===== src/rtl/raster_stamp_csr_pkg.sv =====
// Shared raster stamp types: stamp layout, per-lane CSR storage, CSR offset map.
// Latency: n/a (types and a combinational packing helper only).
// Backpressure: n/a.
package VX_raster_types;

    localparam int RASTER_DIM_BITS = 8;
    localparam int POS_W           = RASTER_DIM_BITS - 1;

    // CSR offsets within the raster CSR block
    localparam int CSR_OFF_POS_MASK = 0;
    localparam int CSR_OFF_BCOORD   = 1;   // bcoords[i][j] at CSR_OFF_BCOORD + 4*i + j
    localparam int NUM_BCOORD_CSRS  = 12;

    typedef struct packed {
        logic [POS_W-1:0]        pos_x;
        logic [POS_W-1:0]        pos_y;
        logic [3:0]              mask;
        logic [2:0][3:0][31:0]   bcoords;
        logic [15:0]             pid;
    } raster_stamp_t;

    // Per-lane CSR view of one stamp
    typedef struct packed {
        logic [31:0]             pos_mask;
        logic [2:0][3:0][31:0]   bcoords;
    } raster_csrs_t;

    // mask in [3:0], pos_x above it, pos_y above that, zero-extended
    function automatic logic [31:0] pack_pos_mask(input raster_stamp_t s);
        return 32'({s.pos_y, s.pos_x, s.mask});
    endfunction

endpackage


===== src/rtl/raster_stamp_csr_store.sv =====
// raster_stamp_store: NUM_WARPS x NUM_LANES stamp CSR array, one write port, one read port.
// Latency: write visible next cycle; read data registered, valid the cycle after rd_en_i.
// Backpressure: none, both ports accept every cycle. Bcoords kept only with RASTER_STAMP_BCOORDS_EN.
// Ports: wr_en_i/wr_wid_i/wr_lane_i/wr_clear_i/wr_data_i write (clear wins over data);
//        rd_en_i/rd_wid_i/rd_off_i read strobe, rd_data_o per-lane 32-bit CSR value.
module raster_stamp_store
    import VX_raster_types::*;
#(
    parameter int NUM_WARPS    = 4,
    parameter int NUM_LANES    = 4,
    parameter int CSR_OFF_BITS = 4,
    parameter int WID_W        = 2,
    parameter int LANE_W       = 2
) (
    input  logic                          clk,
    input  logic                          reset,
    input  logic                          wr_en_i,
    input  logic [WID_W-1:0]              wr_wid_i,
    input  logic [LANE_W-1:0]             wr_lane_i,
    input  logic                          wr_clear_i,
    input  raster_csrs_t                  wr_data_i,
    input  logic                          rd_en_i,
    input  logic [WID_W-1:0]              rd_wid_i,
    input  logic [CSR_OFF_BITS-1:0]       rd_off_i,
    output logic [NUM_LANES-1:0][31:0]    rd_data_o
);

    logic [NUM_WARPS-1:0][NUM_LANES-1:0][31:0] pos_q;
    logic [NUM_LANES-1:0][31:0]                rd_d, rd_q;

    always_ff @(posedge clk or negedge reset) begin
        if (!reset) begin
            pos_q <= '0;
        end else if (wr_en_i) begin
            pos_q[wr_wid_i][wr_lane_i] <= wr_clear_i ? 32'h0 : wr_data_i.pos_mask;
        end
    end

`ifdef RASTER_STAMP_BCOORDS_EN
    logic [NUM_WARPS-1:0][NUM_LANES-1:0][2:0][3:0][31:0] bc_q;
    logic [CSR_OFF_BITS-1:0]                             bc_idx;
    logic                                                bc_hit;

    always_ff @(posedge clk or negedge reset) begin
        if (!reset) begin
            bc_q <= '0;
        end else if (wr_en_i) begin
            bc_q[wr_wid_i][wr_lane_i] <= wr_clear_i ? '0 : wr_data_i.bcoords;
        end
    end

    assign bc_idx = rd_off_i - CSR_OFF_BITS'(CSR_OFF_BCOORD);
    assign bc_hit = (rd_off_i >= CSR_OFF_BITS'(CSR_OFF_BCOORD)) &&
                    (rd_off_i <= CSR_OFF_BITS'(CSR_OFF_BCOORD + NUM_BCOORD_CSRS - 1));
`else
    // bcoords arrive on the write port but have no storage in this build
    logic unused_bcoords;
    assign unused_bcoords = ^wr_data_i.bcoords;
`endif

    always_comb begin
        rd_d = '0;
        for (int l = 0; l < NUM_LANES; l++) begin
            if (rd_off_i == CSR_OFF_BITS'(CSR_OFF_POS_MASK)) begin
                rd_d[l] = pos_q[rd_wid_i][l];
            end
`ifdef RASTER_STAMP_BCOORDS_EN
            else if (bc_hit) begin
                rd_d[l] = bc_q[rd_wid_i][l][bc_idx[3:2]][bc_idx[1:0]];
            end
`endif
        end
    end

    // Holds last read result until the next strobe; a same-cycle write is not forwarded
    always_ff @(posedge clk or negedge reset) begin
        if (!reset) begin
            rd_q <= '0;
        end else if (rd_en_i) begin
            rd_q <= rd_d;
        end
    end

    assign rd_data_o = rd_q;

endmodule


===== src/rtl/raster_stamp_csr.sv =====
// raster_stamp_csr: pops one raster stamp per active lane on a fetch, stores it as lane CSRs.
// Latency: k active lanes with stamps ready -> response k+1 cycles after accept; CSR read 1 cycle.
// Backpressure: fetch_ready only in IDLE; stamps wait in GATHER; response held until rsp_ready.
// Ports: stamp_valid/stamp_data/stamp_ready/raster_done from raster unit; fetch_* request;
//        rsp_* result; csr_rd_* read port. Optional macro: RASTER_STAMP_BCOORDS_EN.
module raster_stamp_csr
    import VX_raster_types::*;
#(
    parameter int  NUM_WARPS    = 4,
    parameter int  NUM_LANES    = 4,
    parameter int  CSR_OFF_BITS = 4,
    localparam int WID_W        = (NUM_WARPS > 1) ? $clog2(NUM_WARPS) : 1,
    localparam int LANE_W       = (NUM_LANES > 1) ? $clog2(NUM_LANES) : 1
) (
    input  logic                          clk,
    input  logic                          reset,
    input  logic                          stamp_valid,
    input  raster_stamp_t                 stamp_data,
    output logic                          stamp_ready,
    input  logic                          raster_done,
    input  logic                          fetch_valid,
    input  logic [WID_W-1:0]              fetch_wid,
    input  logic [NUM_LANES-1:0]          fetch_tmask,
    output logic                          fetch_ready,
    output logic                          rsp_valid,
    output logic [WID_W-1:0]              rsp_wid,
    output logic [NUM_LANES-1:0][31:0]    rsp_data,
    input  logic                          rsp_ready,
    input  logic                          csr_rd_valid,
    input  logic [WID_W-1:0]              csr_rd_wid,
    input  logic [CSR_OFF_BITS-1:0]       csr_rd_off,
    output logic [NUM_LANES-1:0][31:0]    csr_rd_data
);

    if (4 + 2 * (RASTER_DIM_BITS - 1) > 32) begin : g_pos_mask_too_wide
        $error("raster_stamp_csr: pos_mask packing exceeds 32 bits");
    end

    localparam logic [1:0] ST_IDLE   = 2'd0;
    localparam logic [1:0] ST_GATHER = 2'd1;
    localparam logic [1:0] ST_RESP   = 2'd2;

    logic [1:0]                 state_q, state_d;
    logic [WID_W-1:0]           wid_q, wid_d;
    logic [NUM_LANES-1:0]       pend_q, pend_d;   // active lanes still awaiting a stamp
    logic [NUM_LANES-1:0][31:0] rsp_q, rsp_d;
    logic [LANE_W-1:0]          cur_lane;
    logic                       serve;
    raster_csrs_t               wr_data;

    // Current lane is the lowest still-pending lane
    always_comb begin
        cur_lane = '0;
        for (int l = NUM_LANES - 1; l >= 0; l--) begin
            if (pend_q[l]) cur_lane = LANE_W'(l);
        end
    end

    // stamp_valid outranks raster_done; either one retires the current lane
    assign serve = (state_q == ST_GATHER) && (stamp_valid || raster_done);

    always_comb begin
        state_d = state_q;
        wid_d   = wid_q;
        pend_d  = pend_q;
        rsp_d   = rsp_q;
        case (state_q)
            ST_IDLE: begin
                if (fetch_valid) begin
                    wid_d   = fetch_wid;
                    pend_d  = fetch_tmask;
                    rsp_d   = '0;
                    state_d = (fetch_tmask == '0) ? ST_RESP : ST_GATHER;
                end
            end
            ST_GATHER: begin
                if (serve) begin
                    rsp_d[cur_lane]  = stamp_valid ? {15'b0, 1'b1, stamp_data.pid} : 32'h0;
                    pend_d[cur_lane] = 1'b0;
                    if (pend_d == '0) state_d = ST_RESP;
                end
            end
            ST_RESP: begin
                if (rsp_ready) state_d = ST_IDLE;
            end
            default: state_d = ST_IDLE;
        endcase
    end

    always_ff @(posedge clk or negedge reset) begin
        if (!reset) begin
            state_q <= ST_IDLE;
            wid_q   <= '0;
            pend_q  <= '0;
            rsp_q   <= '0;
        end else begin
            state_q <= state_d;
            wid_q   <= wid_d;
            pend_q  <= pend_d;
            rsp_q   <= rsp_d;
        end
    end

    assign wr_data.pos_mask = pack_pos_mask(stamp_data);
    assign wr_data.bcoords  = stamp_data.bcoords;

    raster_stamp_store #(
        .NUM_WARPS    (NUM_WARPS),
        .NUM_LANES    (NUM_LANES),
        .CSR_OFF_BITS (CSR_OFF_BITS),
        .WID_W        (WID_W),
        .LANE_W       (LANE_W)
    ) u_store (
        .clk        (clk),
        .reset      (reset),
        .wr_en_i    (serve),
        .wr_wid_i   (wid_q),
        .wr_lane_i  (cur_lane),
        .wr_clear_i (!stamp_valid),
        .wr_data_i  (wr_data),
        .rd_en_i    (csr_rd_valid),
        .rd_wid_i   (csr_rd_wid),
        .rd_off_i   (csr_rd_off),
        .rd_data_o  (csr_rd_data)
    );

    assign stamp_ready = (state_q == ST_GATHER) && stamp_valid;
    assign fetch_ready = (state_q == ST_IDLE);
    assign rsp_valid   = (state_q == ST_RESP);
    assign rsp_wid     = wid_q;
    assign rsp_data    = rsp_q;

endmodule


===== config.mk =====
export PLATFORM = sky130hd
export DESIGN_NAME = raster_stamp_csr
export DESIGN_NICKNAME = d
export VERILOG_FILES = /design/src/rtl/raster_stamp_csr_pkg.sv /design/src/rtl/raster_stamp_csr_store.sv /design/src/rtl/raster_stamp_csr.sv
export SDC_FILE = /design/constraint.sdc
export NUM_CORES = 1
export LEC_CHECK = 0
export CAP_MARGIN = 15
export CORE_AREA = 8 8 266 268
export CTS_BUF_LIST = sky130_fd_sc_hd__clkbuf_2 sky130_fd_sc_hd__clkbuf_4 sky130_fd_sc_hd__clkbuf_8
export CTS_CLUSTER_DIAMETER = 120
export DETAILED_ROUTE_END_ITERATION = 8
export DIE_AREA = 0 0 274 276
export PLACE_DENSITY_LB_ADDON = 0.1
export SYNTH_ARGS = -nofsm -noshare
export SYNTH_HDL_FRONTEND = slang
export SYNTH_SLANG_ARGS = --single-unit

===== constraint.sdc =====
create_clock -name clk -period 2.5 [get_ports clk]
set_input_delay 0.375 -clock clk [delete_from_list [all_inputs] [get_ports clk]]
set_output_delay 0.375 -clock clk [all_outputs]
set_load 0.1 [all_outputs]

==> impl_metrics.ini <==
[final_layout]
layout.cells.non_filler = 2593
fin_nets = 2092
final-seq-area_um2 = 10900
drive_gt1_share_pct = 43.8
final_common_cell = dfrtp_1
multi_input_area_um2 = 7010
final_cell_mix = 436 x dfrtp_1, 289 x mux2_2, 192 x buf_4
n_fill_cell = 6568
synthToLayoutAreaGrowth_pct = 23.9
final_util_pct = 35.9

[placed_design]
dp.cells = 2443
place_congestion = 0.733
dp_hpwl_um = 36200
io_buffer_count = 197

[grt]
grt_pass1_vias = 13000
globalRoute.totalOverflow = 0
grt_max_degree = 73
antenna_found_initial = 2
grt_pass1_wl_um = 84800
grtUsageTotal_pct = 14.4

[power]
leakage_nw = 11.3
p_per_area_nw_per_um2 = 1080
intPower_mw = 16.1
pwr-share-comb_pct = 33.9
switching_share_pct = 38.0
ir_worst_vdd_mv = 0.609
pwr-share-clk_pct = 28.6
switchingPower_mw = 9.84
seqPwrFrac_pct = 37.5

[timing]
setup_violations = 0
post-route-min-period_ns = 2.14
hold_violations = 0
finalCritPeriodShare_pct = 85.6
max_freq_mhz = 467
fin_worst_skew_ns = 0.0433
slew-limit-headroom_pct = 44.4
worstMarginPinSlew_ns = 0.832
rsz0062_at_grt = false
report.final.slew_viol_count = 0
finalSetupTns_ns = 0

[floorplan]
fp.dieH_um = 276
row_count = 95
coreArea_um2 = 66600
initial_core_util_pct = 29.0
ios = 698
die_area_um2 = 75600
die_w_um = 274

[routing]
routed_via_density = 4.47
routed_wl_um = 54400
drt_iter0_markers = 644
dr.pass1.iters = 4
drc = 0
routed-via-count = 11600
postRouteAntennaNets = 0
wire_per_inst_um = 21.0

[yosys]
ys_seq_elements = 436
async_flop_share_pct = 100
syn_avg_cell_area_um2 = 13.9
synthFlopType = dfrtp_1
yosysWarnings = 0
synth_top_family_by_area = multiplexers
synth.distinct_cells = 37
muxShareOfSynthArea_pct = 25.4
synth_cells = 1389
yosys.area_share.adder_pct = 0
yosysSeqAreaShare_pct = 56.5
synthesis.area_um2 = 19300
synth-edff-count = 0
synth_xor_area_share_pct = 0
synth_compound_area_share_pct = 6.15
synth-simple-area-share_pct = 2.42

[clocking]
cts-root-buf = clkbuf_8
htreeDepth = 3
cts_tree = done
cts_made_buffers = 82
clkSinkCount = 436
clockBufferDepth = 3
clock_latency_ns = 0.66
ctsResizeCount = 0
cts.clk_slew.worst_paths_ns = 0.06

[setup_path]
critical_path_required_ns = 2.12
cp-end-kind = output pin
cp-start-kind = register
reg2reg_depth = 6
r2r-start = state_q[0]
worstPathArrival_ns = 1.77
cp_max_fo = 12
rr_endpoint = u_store.pos_q[399]
r2r_setup_slack_ns = 0.45
path_class = reg2out

[min_path]
hp-class = in2reg
worstHoldPathCells = 2
hold_start = csr_rd_valid
hold_path_end = u_store.rd_data_o[48]

[outcome]
status = finished clean

[run]
cap_viol_max_count = 0
==> metrics by stage <==
stage	hold slack (ns)	power, mW	setup slack, ns	instance area [um2]
2_1_floorplan	0.0794	16.3	0.0678	19700
3_3_place_gp	0.406	18.6	0.130	22100
3_5_place_dp	0.405	18.7	0.131	22100
4_1_cts	0.184	26.4	0.260	23900
5_1_grt	0.227	27.3	0.230	23900
6_report	0.258	25.9	0.359	23900
==> logic make-up (layout without fill, tap and decap cells) <==
| family | after synthesis | count (layout) |
|---|---|---|
| flip-flops | 436 | 436 |
| AO/OA/AOI/OAI | 161 | 161 |
| multiplexers | 363 | 363 |
| AND/OR/NAND/NOR | 74 | 74 |
| other | 1 | 118 |
| buffers and inverters | 354 | 568 |
==> per-layer routing <==
layer | global-route usage, % | part of all wire [%] | vias to the layer above
li1 | - | - | 5225
met1 | 18.9 | 45 | 6027
met2 | 22.8 | 47 | 274
met3 | 4.64 | 6.9 | 75
met4 | 4.11 | 1.7 | 2
met5 | 0 | 0.024 | -
==> cells in the mapped netlist (2+ instances only) <==
library cell  instances  area, um2
a32o_1                2       20.0
and2_0               18        113
and2_1                4       25.0
buf_1                 3       11.3
buf_2                27        135
buf_4               123        923
clkbuf_1             53        199
dfrtp_1             436      10900
inv_1               147        552
mux2_1                2       22.5
mux2_2              289       3250
mux4_2               72       1620
nand2_1              26       97.6
nand2_2               6       37.5
nor2_1                4       15.0
nor2b_1               5       31.3
nor4b_4               3       71.3
o21a_1                3       22.5
o21ai_0               5       25.0
o21ai_1               4       20.0
o22ai_1              73        457
o2bb2ai_1            68        596
o31ai_1               2       15.0
==> worst max-delay path, cell delays in order (launching register included) <==
cell      delay [ns]
dfrtp_1         0.54
nand2b_4        0.21
nor2_2          0.18
buf_12          0.19
==> sequential cells by signal, summed over array words and instances (netlist names) <==
register,flops
u_store.pos_q,288
u_store.rd_data_o,72
rsp_data,68
pend_q,4
rsp_wid,2
state_q,2
==> layout make-up <==
class / instances / share of cell area (%)
Antenna cell: 2 / 0.0209
Inverter: 147 / 2.31
Clock inverter: 15 / 0.450
Tap cell: 873 / 4.57
Clock buffer: 132 / 6.97
Timing Repair Buffer: 274 / 10.8
Sequential cell: 436 / 45.6
Multi-Input combinational cell: 714 / 29.3
==> timing repair <==
item | in CTS | in global routing
hold buffers | 1 | 0
endpoints found under the hold margin | 58 | 0
buffers inserted | 0 | 0
==> how the worst max path moves through the flow <==
stage / to / slack, ns / start / depth (start not counted)
finish: stamp_ready / 0.36 / state_q[0] / 3
detailed placement: u_store.pos_q[389] / 0.13 / raster_done / 7
global route: stamp_ready / 0.23 / state_q[0] / 3
floorplan: u_store.pos_q[136] / 0.07 / rsp_wid[0] / 5
CTS: stamp_ready / 0.26 / state_q[0] / 3
global placement: u_store.pos_q[399] / 0.13 / stamp_valid / 7
==> power by group through the flow <==
stage | Sequential, mW | Combinational (mW) | Clock (mW)
2_1_floorplan | 11.9 | 4.37 | 0
3_3_place_gp | 9.79 | 8.82 | 0
3_5_place_dp | 9.83 | 8.90 | 0
4_1_cts | 9.73 | 8.90 | 7.74
5_1_grt | 9.97 | 9.27 | 8.08
6_report | 9.73 | 8.78 | 7.40
No activity file was read; power rests on OpenSTA's default activity.
